## src/rtl/muldiv_sequencer_pkg.sv

```systemverilog
// -----------------------------------------------------------------------------
// muldiv_sequencer_pkg
// Shared encodings for the RV32M multi-cycle multiply/divide sequencer:
//   - MD_* funct3 encodings (MD_MUL .. MD_REMU)
//   - MDSEQ_* 2-bit FSM state encodings
//   - helpers that tell which RV32M ops treat op_a / op_b as signed
// -----------------------------------------------------------------------------
package muldiv_sequencer_pkg;

    localparam logic [2:0] MD_MUL    = 3'b000;
    localparam logic [2:0] MD_MULH   = 3'b001;
    localparam logic [2:0] MD_MULHSU = 3'b010;
    localparam logic [2:0] MD_MULHU  = 3'b011;
    localparam logic [2:0] MD_DIV    = 3'b100;
    localparam logic [2:0] MD_DIVU   = 3'b101;
    localparam logic [2:0] MD_REM    = 3'b110;
    localparam logic [2:0] MD_REMU   = 3'b111;

    typedef enum logic [1:0] {
        MDSEQ_IDLE = 2'b00,
        MDSEQ_CALC = 2'b01,
        MDSEQ_FIX  = 2'b10,
        MDSEQ_DONE = 2'b11
    } mdseq_state_t;

    // op_a is signed for MULH, MULHSU, DIV and REM
    function automatic logic md_a_signed(input logic [2:0] f3);
        case (f3)
            MD_MULH, MD_MULHSU, MD_DIV, MD_REM: md_a_signed = 1'b1;
            default:                            md_a_signed = 1'b0;
        endcase
    endfunction

    // op_b is signed for MULH, DIV and REM
    function automatic logic md_b_signed(input logic [2:0] f3);
        case (f3)
            MD_MULH, MD_DIV, MD_REM: md_b_signed = 1'b1;
            default:                 md_b_signed = 1'b0;
        endcase
    endfunction

endpackage

```

## src/rtl/muldiv_sequencer_core.sv

```systemverilog
// -----------------------------------------------------------------------------
// muldiv_sequencer_core (module muldiv_core)
// Datapath for the iterative RV32M unit. Works on unsigned magnitudes; sign
// handling lives in the sequencer.
//   Multiply: r_acc += r_mcand when multiplier LSB is set, r_mcand << 1,
//             multiplier >> 1. After WIDTH steps r_acc is the 2*WIDTH product.
//   Divide:   restoring divide. r_acc = {remainder, quotient}; the dividend
//             bits are fed MSB first from r_mcand[WIDTH-1]; r_mplr is divisor.
// Ports:
//   clk, rst_n   clock, async active-low reset
//   i_load       latch magnitudes and mode, clear accumulator
//   i_is_div     operation class at load (1 = divide)
//   i_step       perform one iteration
//   i_mag_a/b    operand magnitudes (multiplicand/dividend, multiplier/divisor)
//   o_acc        accumulator: product, or {remainder, quotient}
// Build option: MD_FAST_MUL_EN loads the full product at i_load for multiplies.
// -----------------------------------------------------------------------------
module muldiv_core #(
    parameter int WIDTH = 32
) (
    input  logic                 clk,
    input  logic                 rst_n,
    input  logic                 i_load,
    input  logic                 i_is_div,
    input  logic                 i_step,
    input  logic [WIDTH-1:0]     i_mag_a,
    input  logic [WIDTH-1:0]     i_mag_b,
    output logic [2*WIDTH-1:0]   o_acc
);

    logic [2*WIDTH-1:0] r_acc;
    logic [2*WIDTH-1:0] r_mcand;
    logic [WIDTH-1:0]   r_mplr;
    logic               r_div_mode;

    logic [WIDTH:0]     w_trial;
    logic [WIDTH:0]     w_diff;
    logic               w_ge;
    logic [2*WIDTH-1:0] w_sum;
`ifdef MD_FAST_MUL_EN
    logic [2*WIDTH-1:0] w_fast_prod;
`endif

    // One-step arithmetic for both multiply and restoring divide
    always_comb begin
        w_trial = {r_acc[2*WIDTH-1:WIDTH], r_mcand[WIDTH-1]};
        w_ge    = (w_trial >= {1'b0, r_mplr});
        w_diff  = w_trial - {1'b0, r_mplr};
        w_sum   = r_acc + r_mcand;
`ifdef MD_FAST_MUL_EN
        w_fast_prod = {{WIDTH{1'b0}}, i_mag_a} * {{WIDTH{1'b0}}, i_mag_b};
`endif
    end

    // Datapath registers: load on acceptance, advance one bit per step
    always_ff @(posedge clk or negedge rst_n) begin
        if (!rst_n) begin
            r_acc      <= {(2*WIDTH){1'b0}};
            r_mcand    <= {(2*WIDTH){1'b0}};
            r_mplr     <= {WIDTH{1'b0}};
            r_div_mode <= 1'b0;
        end else if (i_load) begin
`ifdef MD_FAST_MUL_EN
            r_acc      <= i_is_div ? {(2*WIDTH){1'b0}} : w_fast_prod;
`else
            r_acc      <= {(2*WIDTH){1'b0}};
`endif
            r_mcand    <= {{WIDTH{1'b0}}, i_mag_a};
            r_mplr     <= i_mag_b;
            r_div_mode <= i_is_div;
        end else if (i_step) begin
            if (r_div_mode) begin
                // keep the difference only when it did not underflow
                r_acc   <= {(w_ge ? w_diff[WIDTH-1:0] : w_trial[WIDTH-1:0]),
                            r_acc[WIDTH-2:0], w_ge};
                r_mcand <= r_mcand << 1;
            end else begin
                r_acc   <= r_mplr[0] ? w_sum : r_acc;
                r_mcand <= r_mcand << 1;
                r_mplr  <= r_mplr >> 1;
            end
        end else begin
            r_acc   <= r_acc;
            r_mcand <= r_mcand;
            r_mplr  <= r_mplr;
        end
    end

    assign o_acc = r_acc;

endmodule

```

## src/rtl/muldiv_sequencer.sv

```systemverilog
// -----------------------------------------------------------------------------
// muldiv_sequencer
// Iterative RV32M multiply/divide sequencer. Accepts a request in IDLE,
// iterates WIDTH cycles in CALC, applies signs in FIX and pulses done in DONE.
// Divide-by-zero and signed overflow finish straight from IDLE.
// Ports:
//   clk, rst_n        clock, async active-low reset
//   start             request (MDSel qualified by a valid RV32M instruction)
//   funct3            RV32M operation
//   op_a, op_b        rs1 / rs2 values, sampled only at acceptance
//   stall             combinational hold for the PC and register-file write
//   done              registered one-cycle result-valid pulse
//   result            registered result, held until replaced
// Build option: MD_FAST_MUL_EN -- multiplies take IDLE -> FIX -> DONE.
// -----------------------------------------------------------------------------
module muldiv_sequencer
    import muldiv_sequencer_pkg::*;
#(
    parameter int WIDTH = 32
) (
    input  logic             clk,
    input  logic             rst_n,
    input  logic             start,
    input  logic [2:0]       funct3,
    input  logic [WIDTH-1:0] op_a,
    input  logic [WIDTH-1:0] op_b,
    output logic             stall,
    output logic             done,
    output logic [WIDTH-1:0] result
);

    localparam int CW = (WIDTH > 1) ? $clog2(WIDTH) : 1;
    localparam logic [CW-1:0]      LAST_CNT = CW'(WIDTH - 1);
    localparam logic [WIDTH-1:0]   ZERO_W   = {WIDTH{1'b0}};
    localparam logic [WIDTH-1:0]   ONES_W   = {WIDTH{1'b1}};
    localparam logic [WIDTH-1:0]   MIN_NEG  = {1'b1, {(WIDTH-1){1'b0}}};
    localparam logic [2*WIDTH-1:0] ZERO_2W  = {(2*WIDTH){1'b0}};

    mdseq_state_t r_state;
    mdseq_state_t w_state_nx;

    logic [CW-1:0]      r_count;
    logic [2:0]         r_f3;
    logic               r_neg_a;
    logic               r_neg_b;
    logic               r_done;
    logic [WIDTH-1:0]   r_result;

    logic               w_accept;
    logic               w_neg_a;
    logic               w_neg_b;
    logic [WIDTH-1:0]   w_mag_a;
    logic [WIDTH-1:0]   w_mag_b;
    logic               w_div_zero;
    logic               w_ovf;
    logic               w_special;
    logic               w_fast;
    logic [WIDTH-1:0]   w_special_res;
    logic [2*WIDTH-1:0] w_acc;
    logic [2*WIDTH-1:0] w_prod;
    logic [WIDTH-1:0]   w_quot;
    logic [WIDTH-1:0]   w_rem;
    logic [WIDTH-1:0]   w_fix_res;

    // Request decode: operand magnitudes and the early-exit cases
    always_comb begin
        w_accept   = (r_state == MDSEQ_IDLE) & start;
        w_neg_a    = md_a_signed(funct3) & op_a[WIDTH-1];
        w_neg_b    = md_b_signed(funct3) & op_b[WIDTH-1];
        w_mag_a    = w_neg_a ? (ZERO_W - op_a) : op_a;
        w_mag_b    = w_neg_b ? (ZERO_W - op_b) : op_b;
        w_div_zero = funct3[2] & (op_b == ZERO_W);
        w_ovf      = ((funct3 == MD_DIV) | (funct3 == MD_REM)) &
                     (op_a == MIN_NEG) & (op_b == ONES_W);
        w_special  = w_div_zero | w_ovf;
`ifdef MD_FAST_MUL_EN
        w_fast     = ~funct3[2];
`else
        w_fast     = 1'b0;
`endif
        // funct3[1] separates REM/REMU from DIV/DIVU within the divide group
        if (w_div_zero) begin
            w_special_res = funct3[1] ? op_a : ONES_W;
        end else if (w_ovf) begin
            w_special_res = funct3[1] ? ZERO_W : op_a;
        end else begin
            w_special_res = ZERO_W;
        end
    end

    muldiv_core #(.WIDTH(WIDTH)) u_core (
        .clk      (clk),
        .rst_n    (rst_n),
        .i_load   (w_accept),
        .i_is_div (funct3[2]),
        .i_step   (r_state == MDSEQ_CALC),
        .i_mag_a  (w_mag_a),
        .i_mag_b  (w_mag_b),
        .o_acc    (w_acc)
    );

    // Sign correction and result selection used in FIX
    always_comb begin
        w_prod = (r_neg_a ^ r_neg_b) ? (ZERO_2W - w_acc) : w_acc;
        w_quot = (r_neg_a ^ r_neg_b) ? (ZERO_W - w_acc[WIDTH-1:0]) : w_acc[WIDTH-1:0];
        w_rem  = r_neg_a ? (ZERO_W - w_acc[2*WIDTH-1:WIDTH]) : w_acc[2*WIDTH-1:WIDTH];
        case (r_f3)
            MD_MUL:                       w_fix_res = w_prod[WIDTH-1:0];
            MD_MULH, MD_MULHSU, MD_MULHU: w_fix_res = w_prod[2*WIDTH-1:WIDTH];
            MD_DIV, MD_DIVU:              w_fix_res = w_quot;
            MD_REM, MD_REMU:              w_fix_res = w_rem;
            default:                      w_fix_res = ZERO_W;
        endcase
    end

    // FSM state register
    always_ff @(posedge clk or negedge rst_n) begin
        if (!rst_n) begin
            r_state <= MDSEQ_IDLE;
        end else begin
            r_state <= w_state_nx;
        end
    end

    // FSM next state and the combinational stall
    always_comb begin
        w_state_nx = r_state;
        stall      = 1'b0;
        case (r_state)
            MDSEQ_IDLE: begin
                if (start) begin
                    stall = 1'b1;
                    if (w_special) begin
                        w_state_nx = MDSEQ_DONE;
                    end else if (w_fast) begin
                        w_state_nx = MDSEQ_FIX;
                    end else begin
                        w_state_nx = MDSEQ_CALC;
                    end
                end else begin
                    w_state_nx = MDSEQ_IDLE;
                end
            end
            MDSEQ_CALC: begin
                stall = 1'b1;
                if (r_count == LAST_CNT) begin
                    w_state_nx = MDSEQ_FIX;
                end else begin
                    w_state_nx = MDSEQ_CALC;
                end
            end
            MDSEQ_FIX: begin
                stall      = 1'b1;
                w_state_nx = MDSEQ_DONE;
            end
            MDSEQ_DONE: begin
                w_state_nx = MDSEQ_IDLE;
            end
            default: begin
                w_state_nx = MDSEQ_IDLE;
            end
        endcase
    end

    // Iteration counter, request attributes, done pulse and result
    always_ff @(posedge clk or negedge rst_n) begin
        if (!rst_n) begin
            r_count  <= {CW{1'b0}};
            r_f3     <= 3'b000;
            r_neg_a  <= 1'b0;
            r_neg_b  <= 1'b0;
            r_done   <= 1'b0;
            r_result <= ZERO_W;
        end else begin
            r_done <= (w_state_nx == MDSEQ_DONE);
            if (w_accept) begin
                r_count <= {CW{1'b0}};
                r_f3    <= funct3;
                r_neg_a <= w_neg_a;
                r_neg_b <= w_neg_b;
            end else if ((r_state == MDSEQ_CALC) && (r_count != LAST_CNT)) begin
                r_count <= r_count + CW'(1);
            end else begin
                r_count <= r_count;
            end
            if (w_accept && w_special) begin
                r_result <= w_special_res;
            end else if (r_state == MDSEQ_FIX) begin
                r_result <= w_fix_res;
            end else begin
                r_result <= r_result;
            end
        end
    end

    assign done   = r_done;
    assign result = r_result;

endmodule

```

## config.mk

```make
export PLATFORM = sky130hd
export DESIGN_NAME = muldiv_sequencer
export DESIGN_NICKNAME = d
export VERILOG_FILES = /design/src/rtl/muldiv_sequencer_pkg.sv /design/src/rtl/muldiv_sequencer_core.sv /design/src/rtl/muldiv_sequencer.sv
export SDC_FILE = /design/constraint.sdc
export NUM_CORES = 1
export LEC_CHECK = 0
export ABC_AREA = 1
export BUFFER_PORTS_ARGS = -buffer_cell sky130_fd_sc_hd__buf_2
export CAP_MARGIN = 20
export CORE_MARGIN = 2
export CORE_UTILIZATION = 45
export CTS_CLUSTER_SIZE = 40
export DETAILED_ROUTE_END_ITERATION = 16
export HOLD_SLACK_MARGIN = 0.03
export PLACE_DENSITY = 0.7
export SKIP_LAST_GASP = 1
export SLEW_MARGIN = 20
export SYNTH_ARGS = -nofsm -noshare
export SYNTH_HDL_FRONTEND = slang
export SYNTH_HIERARCHICAL = 1
export SYNTH_SLANG_ARGS = --single-unit
```

## constraint.sdc

```tcl
create_clock -name clk -period 2.7 [get_ports clk]
set_input_delay 0.54 -clock clk [delete_from_list [all_inputs] [get_ports clk]]
set_output_delay 0.54 -clock clk [all_outputs]
set_load 0.01 [all_outputs]
```

==> flow_summary.json, run 1 <==
{
  "status": "complete, no violations",
  "grt_pass1_wl_mm": 149,
  "max_stage_delay_ns": 0.40,
  "post_synth.cell_area_avg_um2": 5.69,
  "placementRows": 84,
  "min_period_over_period_pct": 97.7,
  "drt-total-wl_mm": 99.1,
  "numPortBuffers": 103,
  "maxCapViolations": 0,
  "dp_cells": 5106,
  "die_x_um": 234,
  "cpMostUsedCell": "nor2_1",
  "synth_top_cell_area_share_pct": 22.6,
  "synth_fp_nets": 4368,
  "drt-initial-drc-count": 2838,
  "dr.pass1.iters": 9,
  "finalSetupViolations": 0,
  "grt_pass1_vias": 25600,
  "power_frac_clock_pct": 11.8,
  "overflow": 0,
  "wl_per_cell_um": 19.2,
  "power.total_mw": 35.8,
  "antenna_found_initial": 4,
  "rr_endpoint": "result[11]",
  "hold_viol": 0,
  "power_density_nw_per_um2": 1280,
  "drtAntennaViolNets": 0,
  "leakagePower_nw": 15.5,
  "worstPathArrival_ns": 2.10,
  "hold_path_depth": 3,
  "vias": 27900,
  "hp-start": "start",
  "crit_family": "buffers and inverters",
  "tightestPinTransition_ns": 0.754,
  "mostFrequentLayoutCells": "nand2_1, inv_1, nor2_1",
  "start_kind": "flip-flop",
  "r2r_cells": 11,
  "netlist_area_um2": 23800,
  "reg2reg_from": "u_core/o_acc[8]",
  "min_period_ns": 2.64,
  "drv_slew": 0,
  "hold_path.class": "in -> reg",
  "pwr-share-comb_pct": 73.8,
  "layout-drive-gt1-share_pct": 11.9,
  "critPathBufInv": 4,
  "synth.distinct_cells": 61,
  "core_um2": 52400,
  "numCtsBuffers": 26,
  "drc": 0,
  "seqPwrFrac_pct": 14.4,
  "grt_max_degree": 90,
  "yosys.area.top_type": "nand2_1",
  "hold_end": "r_state[0]",
  "gp_congestion": 1.05,
  "nets": 4627,
  "slew_headroom_pct": 49.8,
  "critPathKind": "reg -> out",
  "synthCells": 4189,
  "io_pins": 104,
  "start_util_pct": 45.5,
  "clk_latency_ns": 0.58,
  "cpMaxStageDelayCell": "dfrtp_1",
  "cts.root.buffer_cell": "clkbuf_16",
  "setup.worst_path.end_class": "output pin",
  "ys_ff_latch": 206,
  "cts_tree": "done",
  "clkTransAtPathRegs_ns": 0.06,
  "synthToLayoutAreaGrowth_pct": 16.8,
  "cp_max_fo": 39,
  "crit_chain": "inv_1, ha_1, nand2_1, inv_4, buf_16, nor2_1, nor2_1, buf_2",
  "ys_warn_count": 6,
  "vias_per_cell": 5.42,
  "hold_slack_ns": 0.232,
  "fmax_mhz": 379,
  "cts_max_level": 1,
  "clkSinkCount": 206,
  "netSwitchingFraction_pct": 57.0,
  "switching_power_mw": 20.4,
  "clk_path_buf_depth": 3,
  "fin_util_pct": 53.1,
  "synth.area.top_cells": "nand2_1, dfrtp_1, inv_1",
  "rsz0062_at_grt": "true",
  "power.internal_mw": 15.4,
  "die_y_um": 234,
  "postCtsSetupRepairBufs": 0,
  "required_ns": 2.16,
  "fin_cells": 5158,
  "ys_seq_area_share_pct": 21.6,
  "dp_hpwl_mm": 81.4,
  "layout_commonest_cell": "nand2_1",
  "max-vdd-ir-drop_mv": 0.797,
  "grt_use_total_pct": 35.7,
  "startpoint": "r_state[0]",
  "fin_skew_ns": 0.0135,
  "fp.dieArea_um2": 54800,
  "reg2reg_slack_ns": 0.06
}
[kinds of logic after synthesis]
kind of cell | count (synthesis) | share of synthesized area [%]
xor gates and xnor gates | 96 | 3.56
and+or+nand+nor | 2452 | 43.2
DFF | 206 | 21.6
AOI/OAI and AO/OA | 495 | 12.3
buffers and inverters | 831 | 13.6
adders and majority gates | 109 | 5.78
[worst max path at each step]
stage,slack (ns),to,depth (start not counted)
after floorplan,0.32,u_core/o_acc[30],14
after global placement,-0.38,result[8],16
after detailed placement,-0.36,result[8],16
after CTS,0.003,stall,8
after global routing,-0.03,stall,8
final,0.06,stall,8
[per-stage QoR]
step,setup TNS (ns),setup WS [ns],instance area (um2)
global placement,-8.42,-0.385,26700
detailed placement,-7.92,-0.362,26700
CTS,0,0.00280,27700
floorplan,0,0.322,23800
finish,0,0.0632,27800
global route,-0.0498,-0.0296,27800
[timing repair]
item | CTS | global route
hold buffers | 1 | 0
gates cloned | 0 | 1
endpoints found under the setup margin | 1 | 24
gates resized for setup | 1 | 24
pin swaps | 0 | 1
endpoints found under the hold margin | 43 | 0
[routing by layer]
metal | wire length (um) | GRT usage (%)
met2 | 41500 | 53.7
met4 | 4450 | 14.2
met3 | 10400 | 9.00
met5 | 23 | 1.52
met1 | 42700 | 48.6
[area by class of cell]
cell class / count / area [um2]
well taps: 688 / 861
clock inverters: 16 / 297
diodes: 2 / 5.00
repair buffers: 340 / 2520
clock buffers: 32 / 724
flip-flops and latches: 206 / 5160
inverters: 722 / 2720
fillers: 5533 / 24600
multi-input cells: 3152 / 15600
[flip-flops by register name, indices dropped and copies added (netlist names)]
name,flops
done,1
r_count,5
r_f3,3
r_neg_a,1
r_neg_b,1
r_state,2
result,32
u_core/o_acc,64
u_core/r_div_mode,1
u_core/r_mcand,64
u_core/r_mplr,32
[tightest hold or removal path, delay by kind of cell]
kind	cells	cell delay [ns]
and+or+nand+nor	2	0.13
buffers and inverters	1	0.10
[cell usage after synthesis (all sizes together)]
| cell type | count |
|---|---|
| a211oi | 1 |
| a21boi | 1 |
| a21oi | 156 |
| a221oi | 1 |
| a22oi | 4 |
| a31oi | 6 |
| a32o | 2 |
| and2 | 4 |
| and3 | 2 |
| buf | 53 |
| clkbuf | 56 |
| clkinv | 5 |
| dfrtp | 206 |
| fa | 2 |
| ha | 107 |
| inv | 717 |
| nand2 | 1474 |
| nand3 | 367 |
| nand3b | 18 |
| nand4 | 45 |
| nor2 | 474 |
| nor3 | 44 |
| nor4 | 13 |
| o211ai | 73 |
| o21ai | 194 |
| o21bai | 13 |
| o221ai | 25 |
| o22ai | 15 |
| o31a | 1 |
| o31ai | 1 |
| o32ai | 1 |
| o41ai | 1 |
| or2 | 11 |
| xnor2 | 31 |
| xor2 | 65 |
[power by group through the flow]
stage	combinational, mW	sequential [mW]	clock (mW)
after global routing	28.9	5.21	4.37
after global placement	25.4	5.10	0
after CTS	25.6	5.08	4.27
after detailed placement	25.5	5.12	0
after floorplan	16.2	4.95	0
final	26.4	5.14	4.22
(Power assumes the default switching activity.)
==> run 2: changes to the inputs <==
Settings changed: PLACE_DENSITY 0.7 to default.
==> run 2 against run 1 <==
  * Sequential power increased by 0.8%
  * Die area unchanged
  * Cell area grew 0.52%
  * Hold slack worse by 0.027 ns
  * Global-route usage increased by 2.6 points
  * Combinational power is 2% higher
  * Core utilization increased by 0.28 points
  * Clock power up 3%
==> flow_summary.json, run 2 (synthesized netlist as in run 1, its figures left out) <==
{
  "die_x_um": 234,
  "dp_hpwl_mm": 86.8,
  "start_util_pct": 45.5,
  "reg2reg_from": "u_core/o_acc[50]",
  "start_kind": "flip-flop",
  "startpoint": "u_core/o_acc[50]",
  "required_ns": 3.19,
  "leakagePower_nw": 15.5,
  "slew_headroom_pct": 42.9,
  "hold_end": "r_state[0]",
  "vias": 28000,
  "core_um2": 52400,
  "mostFrequentLayoutCells": "nand2_1, inv_1, nor2_1",
  "antenna_cells": 0,
  "cts.root.buffer_cell": "clkbuf_16",
  "clkSinkCount": 206,
  "rr_endpoint": "u_core/o_acc[55]",
  "hold_viol": 0,
  "gp_congestion": 1.05,
  "finalSetupViolations": 0,
  "clk_path_buf_depth": 3,
  "power_density_nw_per_um2": 1300,
  "worstPathArrival_ns": 3.11,
  "pwr-share-comb_pct": 73.8,
  "power.total_mw": 36.4,
  "synthToLayoutAreaGrowth_pct": 17.4,
  "drc": 0,
  "nets": 4638,
  "power_frac_clock_pct": 12.0,
  "reg2reg_slack_ns": 0.08,
  "wl_per_cell_um": 20.4,
  "drt-total-wl_mm": 106,
  "overflow": 0,
  "clkTransAtPathRegs_ns": 0.06,
  "cts_tree": "done",
  "status": "complete, no violations",
  "power.internal_mw": 15.5,
  "hold_path_depth": 3,
  "antenna_found_initial": 2,
  "hp-start": "start",
  "drt-initial-drc-count": 2894,
  "maxCapViolations": 0,
  "critPathKind": "reg -> reg",
  "netSwitchingFraction_pct": 57.5,
  "grt_pass1_vias": 26100,
  "drv_slew": 0,
  "max-vdd-ir-drop_mv": 0.771,
  "hold_path.class": "in -> reg",
  "numPortBuffers": 103,
  "fp.dieArea_um2": 54800,
  "rsz0062_at_grt": "true",
  "fmax_mhz": 382,
  "timing.final.ws_setup_ns": 0.0791,
  "cp_max_fo": 5,
  "dr.pass1.iters": 8,
  "switching_power_mw": 20.9,
  "grt_use_total_pct": 38.2,
  "r2r_cells": 15,
  "io_pins": 104,
  "min_period_ns": 2.62,
  "fill_cells": 5655,
  "grt_pass1_wl_mm": 158,
  "min_period_over_period_pct": 97.1,
  "tightestPinTransition_ns": 0.856,
  "clk_latency_ns": 0.61,
  "regArea_um2": 5160,
  "setup.worst_path.end_class": "flip-flop",
  "placementRows": 84,
  "grt_max_degree": 90,
  "seqPwrFrac_pct": 14.2,
  "layout_commonest_cell": "nand2_1",
  "vias_per_cell": 5.43,
  "die_y_um": 234,
  "fin_skew_ns": 0.0194,
  "numCtsBuffers": 28,
  "multi_input_comb_area_um2": 15700,
  "drtAntennaViolNets": 0,
  "layout-drive-gt1-share_pct": 12.5,
  "cts_max_level": 1,
  "dp_slack_ns": -0.174
}
## run 2: cell count changes in the layout (fill, tap and decap cells not counted), moves of 3 or more
cell,before,now
buf_4,220,231
clkbuf_8,3,7
clkinv_2,3,6
dfrtp_1,205,201
dfrtp_2,1,5
ha_1,101,92
ha_2,4,8
ha_4,2,7
## run 2: layout make-up
type	count	area share (%)
clock inverters	15	0.867
well taps	688	3.08
inverters	722	9.71
clock buffers	36	2.86
repair buffers	349	9.13
multi-input cells	3152	55.9
flip-flops and latches	206	18.4
## run 2: critical path, stage by stage (launching register included)
cell,delay [ns]
dfrtp_1,0.47
ha_1,0.41
nand2_1,0.14
inv_1,0.05
nand2_1,0.05
nand2_1,0.12
nand2_1,0.10
nand2_1,0.13
inv_1,0.08
nand2_1,0.06
a21oi_1,0.43
nand2_1,0.09
nand2_1,0.08
nand3_1,0.13
nand3_1,0.11
nand2_1,0.06
## run 2: power by group through the flow
stage	clock network (mW)	registers, mW	logic, mW
floorplan	0	4.95	16.2
finish	4.36	5.18	26.8
CTS	4.43	5.11	25.9
global route	4.53	5.26	29.3
global placement	0	5.14	26.0
detailed placement	0	5.15	25.8
## run 2: what timing repair did
| action | 4_1_cts | 5_1_grt |
|---|---|---|
| endpoints found under the setup margin | 2 | 32 |
| hold buffers | 1 | 0 |
| pin swaps | 0 | 1 |
| hold endpoints to repair | 59 | 0 |
| cloned | 0 | 1 |
| setup buffers | 0 | 1 |
| resized for setup | 2 | 41 |
## run 2: metal layers
metal,track usage (%),wire length (um),vias to the layer above,part of all wire [%]
li1,-,-,13700,-
met1,52.8,45600,12900,43
met2,58.4,45000,1216,43
met3,6.82,9840,239,9.3
met4,16.2,5060,4,4.8
met5,0,23,-,0.022
## run 2: worst max path at each step
stage,cells after the start,end
after floorplan,14,u_core/o_acc[30]
after global placement,13,result[6]
after detailed placement,13,result[21]
after CTS,14,u_core/o_acc[45]
after global routing,14,u_core/o_acc[53]
final,15,u_core/o_acc[55]
## run 2: through the flow
step                      cell area, um2  utilization [%]  TNS [ns]  instances  hold slack, ns
after detailed placement           26700             50.9     -3.04       5114           0.465
after CTS                          27800             53.0         0       5166           0.177
final                              28000             53.4         0       5168           0.205
after global placement             26700             50.9     -3.06       5114           0.469
after floorplan                    23800                -         0       4189           0.244
after global routing               28000             53.4   -0.0684       5168           0.199
